`config.mk`:
```
export PLATFORM = sky130hd
export DESIGN_NAME = sys_counter_unit
export DESIGN_NICKNAME = d
export VERILOG_FILES = /design/src/rtl/sys_counter_unit.sv
export SDC_FILE = /design/constraint.sdc
export NUM_CORES = 1
export LEC_CHECK = 0
export CAP_MARGIN = 20
export CORE_AREA = 2 2 151 153
export CTS_CLUSTER_SIZE = 40
export DETAILED_ROUTE_END_ITERATION = 7
export DIE_AREA = 0 0 153 155
export GPL_TIMING_DRIVEN = 0
export PLACE_DENSITY_LB_ADDON = 0.12
export SYNTH_ARGS = -nofsm -noshare
export SYNTH_HDL_FRONTEND = slang
export SYNTH_SLANG_ARGS = --single-unit
```
`constraint.sdc`:
```
create_clock -name clk -period 2.6 [get_ports clk]
set_input_delay 0.52 -clock clk [delete_from_list [all_inputs] [get_ports clk]]
set_output_delay 0.52 -clock clk [all_outputs]
set_load 0.02 [all_outputs]
```
`src/rtl/sys_counter_unit.sv`:
```
// System counter unit: cycle/time/instret counters with a small request FSM
// that returns a counter half or raises an environment trap.
//
// state | meaning
// IDLE  | ready for a request from the execute stage
// RESP  | captured counter half presented until writeback consumes it
// TRAP  | SCALL/SBREAK pending until the trap handler acknowledges it
module sys_counter_unit #(
    parameter int DATA_SIZE = 32,
    parameter int TIME_DIV  = 4
) (
    input  logic                 clk,
    input  logic                 rst,
    input  logic                 valid_i,
    input  logic [2:0]           sysop_i,
    output logic                 ready_o,
    input  logic                 retire_i,
    output logic [DATA_SIZE-1:0] result_o,
    output logic                 result_valid_o,
    input  logic                 result_ready_i,
    output logic                 trap_o,
    output logic                 trap_cause_o,
    input  logic                 trap_ack_i
);

    typedef enum logic [1:0] {
        IDLE = 2'd0,
        RESP = 2'd1,
        TRAP = 2'd2
    } state_t;

    localparam logic [7:0] PRESC_LAST = 8'(TIME_DIV - 1);

    state_t               state_q;
    state_t               state_d;
    logic [63:0]          cycle_q;
    logic [63:0]          time_q;
    logic [63:0]          instret_q;
    logic [7:0]           presc_q;
    logic [63:0]          read_sel;
    logic [31:0]          read_word;
    logic [DATA_SIZE-1:0] result_q;
    logic                 cause_q;
    logic                 accept;
    logic                 is_trap_op;

    assign accept     = valid_i && (state_q == IDLE);
    assign is_trap_op = (sysop_i[2:1] == 2'b11);

    // Free-running counters; instret counts retirements regardless of FSM state
    always_ff @(posedge clk) begin
        if (rst) begin
            cycle_q   <= '0;
            time_q    <= '0;
            instret_q <= '0;
            presc_q   <= '0;
        end else begin
            cycle_q <= cycle_q + 64'd1;
            if (presc_q == PRESC_LAST) begin
                presc_q <= '0;
                time_q  <= time_q + 64'd1;
            end else begin
                presc_q <= presc_q + 8'd1;
            end
            if (retire_i) begin
                instret_q <= instret_q + 64'd1;
            end
        end
    end

    // Select counter by op pair, then the half by the odd/even code bit
    always_comb begin
        read_sel = cycle_q;
        case (sysop_i[2:1])
            2'b01:   read_sel = time_q;
            2'b10:   read_sel = instret_q;
            default: read_sel = cycle_q;
        endcase
        read_word = sysop_i[0] ? read_sel[63:32] : read_sel[31:0];
    end

    // Next-state logic
    always_comb begin
        state_d = state_q;
        case (state_q)
            IDLE: begin
                if (valid_i) begin
                    state_d = is_trap_op ? TRAP : RESP;
                end
            end
            RESP: begin
                if (result_ready_i) begin
                    state_d = IDLE;
                end
            end
            TRAP: begin
                if (trap_ack_i) begin
                    state_d = IDLE;
                end
            end
            default: state_d = IDLE;
        endcase
    end

    // State register
    always_ff @(posedge clk) begin
        if (rst) begin
            state_q <= IDLE;
        end else begin
            state_q <= state_d;
        end
    end

    // Capture pre-increment counter half or trap cause at acceptance
    always_ff @(posedge clk) begin
        if (rst) begin
            result_q <= '0;
            cause_q  <= 1'b0;
        end else if (accept) begin
            if (is_trap_op) begin
                cause_q <= sysop_i[0];
            end else begin
                result_q <= DATA_SIZE'(read_word);
            end
        end
    end

    // Outputs are gated by state so result/cause read as zero when not valid
    assign ready_o        = (state_q == IDLE);
    assign result_valid_o = (state_q == RESP);
    assign result_o       = result_valid_o ? result_q : '0;
    assign trap_o         = (state_q == TRAP);
    assign trap_cause_o   = trap_o & cause_q;

endmodule

```
# Yosys cells after proc, flatten, opt, wreduce, memory -nomap -nowiden
# Index checks and enable logic that the tools add are counted.
# totals
romBits	0
n_memories	0
latchBits	0
out_inout_bits	36
reg_bits	235
inputBits	9
elab_cells	36
mem_bits_rw	0
# classes
add_sub_neg	4
n_shift	0
n_lt_le_gt_ge	0
div_mod_pow	0
n_reduce_logical	6
n_eq_ne	9
n_mul	0
mux	8
bitwise	2
# ops
operator	count
adder 64 x 1 -> 64 bit, second input constant	3
one-hot mux 64 bit (2 select lines)	1
two-way mux 32 bit	2
adder 8 x 1 -> 8 bit, second input constant	1
equality test 8 x 2 -> 1 bit, second input constant	1
two-way mux 2 bit	4
equality test 2 bit, second input constant	3
one-hot mux 2 bit (3 select lines)	1
equality test 2 x 1 -> 1 bit, second input constant	2
inequality test 2 x 1 -> 1 bit, second input constant	2
AND reduction 2 bit	2
AND reduction 3 bit	1
logical NOT 2 bit	1
inequality test 2 bit, second input constant	1
OR reduction 2 bit	1
AND 1 bit	1
logical AND 1 bit	1
inverter 1 bit	1

# Longest topological paths before layout
# depth
depth_word	4
mapped_depth	8
ltp_nobuf	6

# Worst setup path after synthesis
# Ideal clock, no wire load.
# synth_timing
kind	flip-flop to flip-flop
start	register presc_q[0]
end	register time_q[62]
required_ps	2529
synth_period_minus_slack_ps	2548
arrival_time_ps	2478
path_slack_ps	52
path_stages_with_launch	9
setup_time_ps	71
path_buffers	2
path_cell_list	dfxtp_1 > ha_1 > nor4b_4 > nand4_1 > or4_1 > clkbuf_1 > buf_2 > or3_1 > a21oi_1
# synth_via
elab_chain_len	1
# synth_rtl
item	line	text
from (decl)	39	logic [7:0] presc_q;
from (signal assigned)	63	presc_q <= presc_q + 8'd1;
equality test 8 x 2 -> 1 bit	59	if (presc_q == PRESC_LAST) begin
to (signal assigned)	61	time_q <= time_q + 64'd1;
to (decl)	37	logic [63:0] time_q;
# Every way passes these cells.
# A chain may end at the register's enable or synchronous reset.

# Worst setup path in the final report
# layout_timing
start	register time_q[31]
end	register time_q[59]
# layout_via
elab_chain_len	1
# layout_rtl
item	line
adder 64 x 1 -> 64 bit	61
# Every way passes these cells.

==> PnR_summary.wiki <==
{| class="wikitable"
! Metric !! Value
|-
| Power per cell area || around 570 nW/um2
|-
| Reg2reg setup slack || around 0.064 ns
|-
| Core Region || 22200 um2
|-
| Endpoint of the worst setup timing path || time_q[59]
|-
| First-pass GRT wire length || roughly 58000 um
|-
| Reg2Reg Capture Point || time_q[59]
|-
| Effective utilization at floorplan || between 50% and 60%
|-
| Internal power summed over all cells || between 6000 and 7000 uW
|-
| GRT Residual Overflow || 0
|-
| Total clock sinks || roughly 240
|-
| Proportion of register bits with asynchronous set or reset after synthesis || 0%
|-
| Height of the chip || roughly 160 um
|-
| Data required time at the worst endpoint || 3.07 ns
|-
| Class of the worst hold path || in2reg
|-
| Maximum single-stage delay on the critical path || a little under 0.6 ns
|-
| Class of the most critical setup path || reg2reg
|-
| TritonCTS Buffers || 26
|-
| Crit. path cell count || 6
|-
| Initial antenna violation count || 0
|-
| Hold-fix buffer count after cts || 0
|-
| Synthesized area per cell || 8.37 um2
|-
| TritonCTS clock tree || done
|-
| Logic gate share of total power || approximately 5.7%
|-
| Family with the most delay on the worst path || simple AND/OR/NAND/NOR gates
|-
| Cell taking the most area after synthesis || sky130_fd_sc_hd__dfxtp_1
|-
| Number of cells traversed by the worst register-to-register path || 6
|-
| Clock transition at the register clock pins on the worst setup and hold paths after CTS || 0.06 ns
|-
| DRC || 0
|-
| Ordered cell list for the critical path || nand4_1 -> or4_1 -> or4_4 -> buf_4 -> or4_1 -> a21oi_1
|-
| Number of nets produced by synthesis || 1449
|-
| Layer with the highest usage after global routing || met2
|-
| Area delta synth->final || 16.5%
|-
| Sequential share of power || a little under half
|-
| Synth area leaders || sky130_fd_sc_hd__dfxtp_1 (39%), sky130_fd_sc_hd__nor2_1 (6.0%), sky130_fd_sc_hd__mux4_2 (5.6%), sky130_fd_sc_hd__a22o_1 (4.4%), sky130_fd_sc_hd__xor2_1 (4.1%)
|-
| Sum of routed wire length over all layers || around 37000 um
|-
| Kind of capture point of the worst setup path || flop
|-
| Post-layout util || about 63%
|-
| Switching portion of total power || a little under a quarter
|-
| Worst EP arrival || 3.00 ns
|-
| Post-synth top flop || sky130_fd_sc_hd__dfxtp_1
|-
| Dominant cell type by count on the critical path || sky130_fd_sc_hd__or4_1
|-
| Number of top-level pins || between 40 and 50
|-
| Register area share after synthesis || 39.2%
|-
| Count of endpoints failing hold in the final timing report || 0
|-
| Fraction of met1 tracks used by global routing || 44.3%
|-
| Buffers on Ports || 42
|-
| Tmin final || 2.54 ns
|-
| Pin count of the biggest net entering global routing || 13
|-
| Vias in the first global route || ~10000
|-
| Nets || ~1500
|-
| Clock latency of the later-clocked register in the worst-skew pair || approximately 0.55 ns
|-
| Switch Pwr || around 1800 uW
|-
| Final Cycle Share || a little over nine tenths
|-
| Mean number of vias per cell || between 6 and 7
|-
| Critical path launch point type || flop
|-
| Worst IR Drop VDD || ~0.51 mV
|-
| Die Area || between 20000 and 25000 um2
|-
| Met2 Usage GRT || between 40% and 50%
|-
| Ratio of cells with drive above 1 in the final layout || 10.4%
|-
| Aggregate global-route resource usage || between 30% and 40%
|-
| Maximum net fanout on the critical path || 7
|-
| Site Rows || 55
|-
| Final Power || between 7000 and 8000 uW
|-
| Pleak || 0.00470 uW
|-
| Detailed-route via count || 11538
|-
| Reg-to-Reg Start || time_q[31]
|-
| Crit path from || time_q[31]
|-
| Fraction of post-synthesis cell area in the top cell type by area || 39.2%
|-
| Fillcell total || between 1500 and 2000
|-
| Met3 Usage GRT || 6.52%
|-
| Fraction of power consumed by the clock network || roughly 48%
|-
| Relative slew slack || between 20% and 30%
|-
| Placer Congestion || ~1
|-
| Run status || finished clean
|-
| Post-route clock skew || 0.0101 ns
|-
| Number of levels the H-tree was split into || 1
|-
| CTS Root Buffer Type || sky130_fd_sc_hd__clkbuf_16
|-
| Sum of net half-perimeters after detailed placement || around 28000 um
|-
| Crit-path slowest cell || sky130_fd_sc_hd__or4_1
|-
| Cells after synthesis || roughly 1400
|-
| Clock tree buffer depth || 3
|-
| Number of buffer and inverter instances along the worst setup path || 1
|-
| Number of flops mapped to enable cells by yosys || 0
|-
| Number of register bits inferred by synthesis || approximately 240
|-
| Maximum capacitance violations || 0
|-
| Warning count from the yosys run || 0
|-
| Post-Synthesis Cell Area || around 12000 um2
|-
| Number of max-slew violations in the final report || 0
|-
| Endpoints failing setup || 0
|-
| DRT antenna net count || 0
|-
| Drt pass-1 iters || 6
|-
| Die boundary width || between 150 and 200 um
|-
| Wire length per cell after detailed routing || 20.5 um
|-
| Antenna diodes || 0
|-
| Achievable frequency || a little under 400 MHz
|-
| Number of distinct standard cells referenced by the synthesized netlist || 42
|-
| Measured slew at the worst slew-check pin || between 1 and 1.5 ns
|-
| Iteration-0 DRC Markers || around 1200
|}
## sequential cells by signal (all words and copies together), names as in the netlist
name / flops
cause_q: 1
cycle_q: 64
instret_q: 64
presc_q: 8
result_q: 32
state_q: 2
time_q: 64
## routing by layer
metal,up-vias,routed length (um)
met4,0,2020
met2,573,15300
met5,-,0
met3,101,4040
met1,5448,15800
li1,5416,-
## worst min path at each step
stage | startpoint | endpoint | slack (ns) | cells past startpoint
after floorplan | presc_q[0] | presc_q[0] | 0.44 | 1
after global placement | presc_q[0] | presc_q[0] | 0.46 | 1
after detailed placement | presc_q[0] | presc_q[0] | 0.47 | 1
after CTS | retire_i | instret_q[1] | 0.39 | 3
after global routing | retire_i | instret_q[0] | 0.41 | 3
final | retire_i | instret_q[1] | 0.40 | 3
## logic make-up after synthesis
logic type	synth area share [%]
AO/OA/AOI/OAI	13.3
XOR/XNOR	7.23
adder cells (fa/ha/maj)	0.730
buffers and inverters	3.44
flip-flops	39.2
multiplexers	6.16
AND/OR/NAND/NOR	30.0
## area by class of cell
class | instances | area [um2] | share of cell area, %
repair buffers | 63 | 546 | 3.90
clock inverters | 7 | 85.1 | 0.609
inverters | 24 | 90.1 | 0.645
plain buffers | 76 | 314 | 2.25
multi-input cells | 1091 | 7040 | 50.4
flip-flops and latches | 235 | 4750 | 34.0
clock buffers | 37 | 793 | 5.68
well taps | 285 | 357 | 2.55
## cells in the final DEF (no fill, tap or decap), drive strengths merged, types with 5 or more instances in the layout
| master | instances |
|---|---|
| inv | 24 |
| and2 | 36 |
| and3 | 20 |
| nor4 | 29 |
| nor2 | 191 |
| dfxtp | 235 |
| buf | 39 |
| xor2 | 56 |
| or3 | 71 |
| a22o | 60 |
| mux4 | 30 |
| nor2b | 9 |
| clkdlybuf4s50 | 12 |
| or4 | 26 |
| clkinv | 5 |
| nand2 | 74 |
| dlygate4sd2 | 29 |
| nand3 | 89 |
| nor3 | 57 |
| clkbuf | 95 |
| a21oi | 93 |
| nand4 | 68 |
| and4 | 11 |
| xnor2 | 43 |
| o21ai | 70 |
| ha | 7 |
| o31ai | 21 |
## what timing repair did
item / in CTS / in global routing
pin swaps: 5 / 10
setup buffers: 6 / 14
setup endpoints to repair: 112 / 96
resized for setup: 70 / 44
## cells in the mapped netlist (4+ instances only)
| cell type | count |
|---|---|
| sky130_fd_sc_hd__buf_1 | 14 |
| sky130_fd_sc_hd__mux4_2 | 30 |
| sky130_fd_sc_hd__xor2_1 | 56 |
| sky130_fd_sc_hd__nand3_1 | 89 |
| sky130_fd_sc_hd__nor2b_1 | 9 |
| sky130_fd_sc_hd__o31ai_1 | 21 |
| sky130_fd_sc_hd__a22o_1 | 60 |
| sky130_fd_sc_hd__and2_1 | 35 |
| sky130_fd_sc_hd__xnor2_1 | 43 |
| sky130_fd_sc_hd__clkbuf_1 | 65 |
| sky130_fd_sc_hd__a21oi_1 | 93 |
| sky130_fd_sc_hd__nand2_1 | 74 |
| sky130_fd_sc_hd__nor4_1 | 29 |
| sky130_fd_sc_hd__or3_1 | 71 |
| sky130_fd_sc_hd__or4_1 | 26 |
| sky130_fd_sc_hd__a221oi_1 | 4 |
| sky130_fd_sc_hd__dfxtp_1 | 235 |
| sky130_fd_sc_hd__ha_1 | 7 |
| sky130_fd_sc_hd__nand4_1 | 68 |
| sky130_fd_sc_hd__inv_1 | 24 |
| sky130_fd_sc_hd__nor3_1 | 57 |
| sky130_fd_sc_hd__and4_1 | 11 |
| sky130_fd_sc_hd__nor2_1 | 191 |
| sky130_fd_sc_hd__o21ai_0 | 70 |
| sky130_fd_sc_hd__and3_1 | 20 |
## metrics by stage
| stage | instance area, um2 | hold slack (ns) | setup slack (ns) | setup TNS (ns) | std cells |
|---|---|---|---|---|---|
| final | 14000 | 0.397 | 0.0639 | 0 | 1818 |
| after CTS | 13800 | 0.392 | 0.00470 | 0 | 1809 |
| after detailed placement | 12800 | 0.471 | -0.730 | -60.63 | 1761 |
| after floorplan | 12000 | 0.438 | 0.0519 | 0 | 1433 |
| after global placement | 12800 | 0.463 | -0.700 | -61.64 | 1760 |
| after global routing | 14000 | 0.412 | -0.0235 | -0.0263 | 1818 |
## power groups by stage
| stage | clock (uW) | combinational (uW) | sequential, uW |
|---|---|---|---|
| finish | 3780 | 450 | 3700 |
| global route | 3960 | 492 | 3700 |
| CTS | 3810 | 443 | 3700 |
| detailed placement | 0 | 446 | 3780 |
| global placement | 0 | 439 | 3780 |
| floorplan | 0 | 304 | 3770 |
## worst register-to-register path, stage by stage, from the launching register on
cell	delay (ns)
sky130_fd_sc_hd__dfxtp_2	0.39
sky130_fd_sc_hd__nand4_1	0.15
sky130_fd_sc_hd__or4_1	0.58
sky130_fd_sc_hd__or4_4	0.54
sky130_fd_sc_hd__buf_4	0.19
sky130_fd_sc_hd__or4_1	0.47
sky130_fd_sc_hd__a21oi_1	0.15
Power figures use the tool's default switching activity.
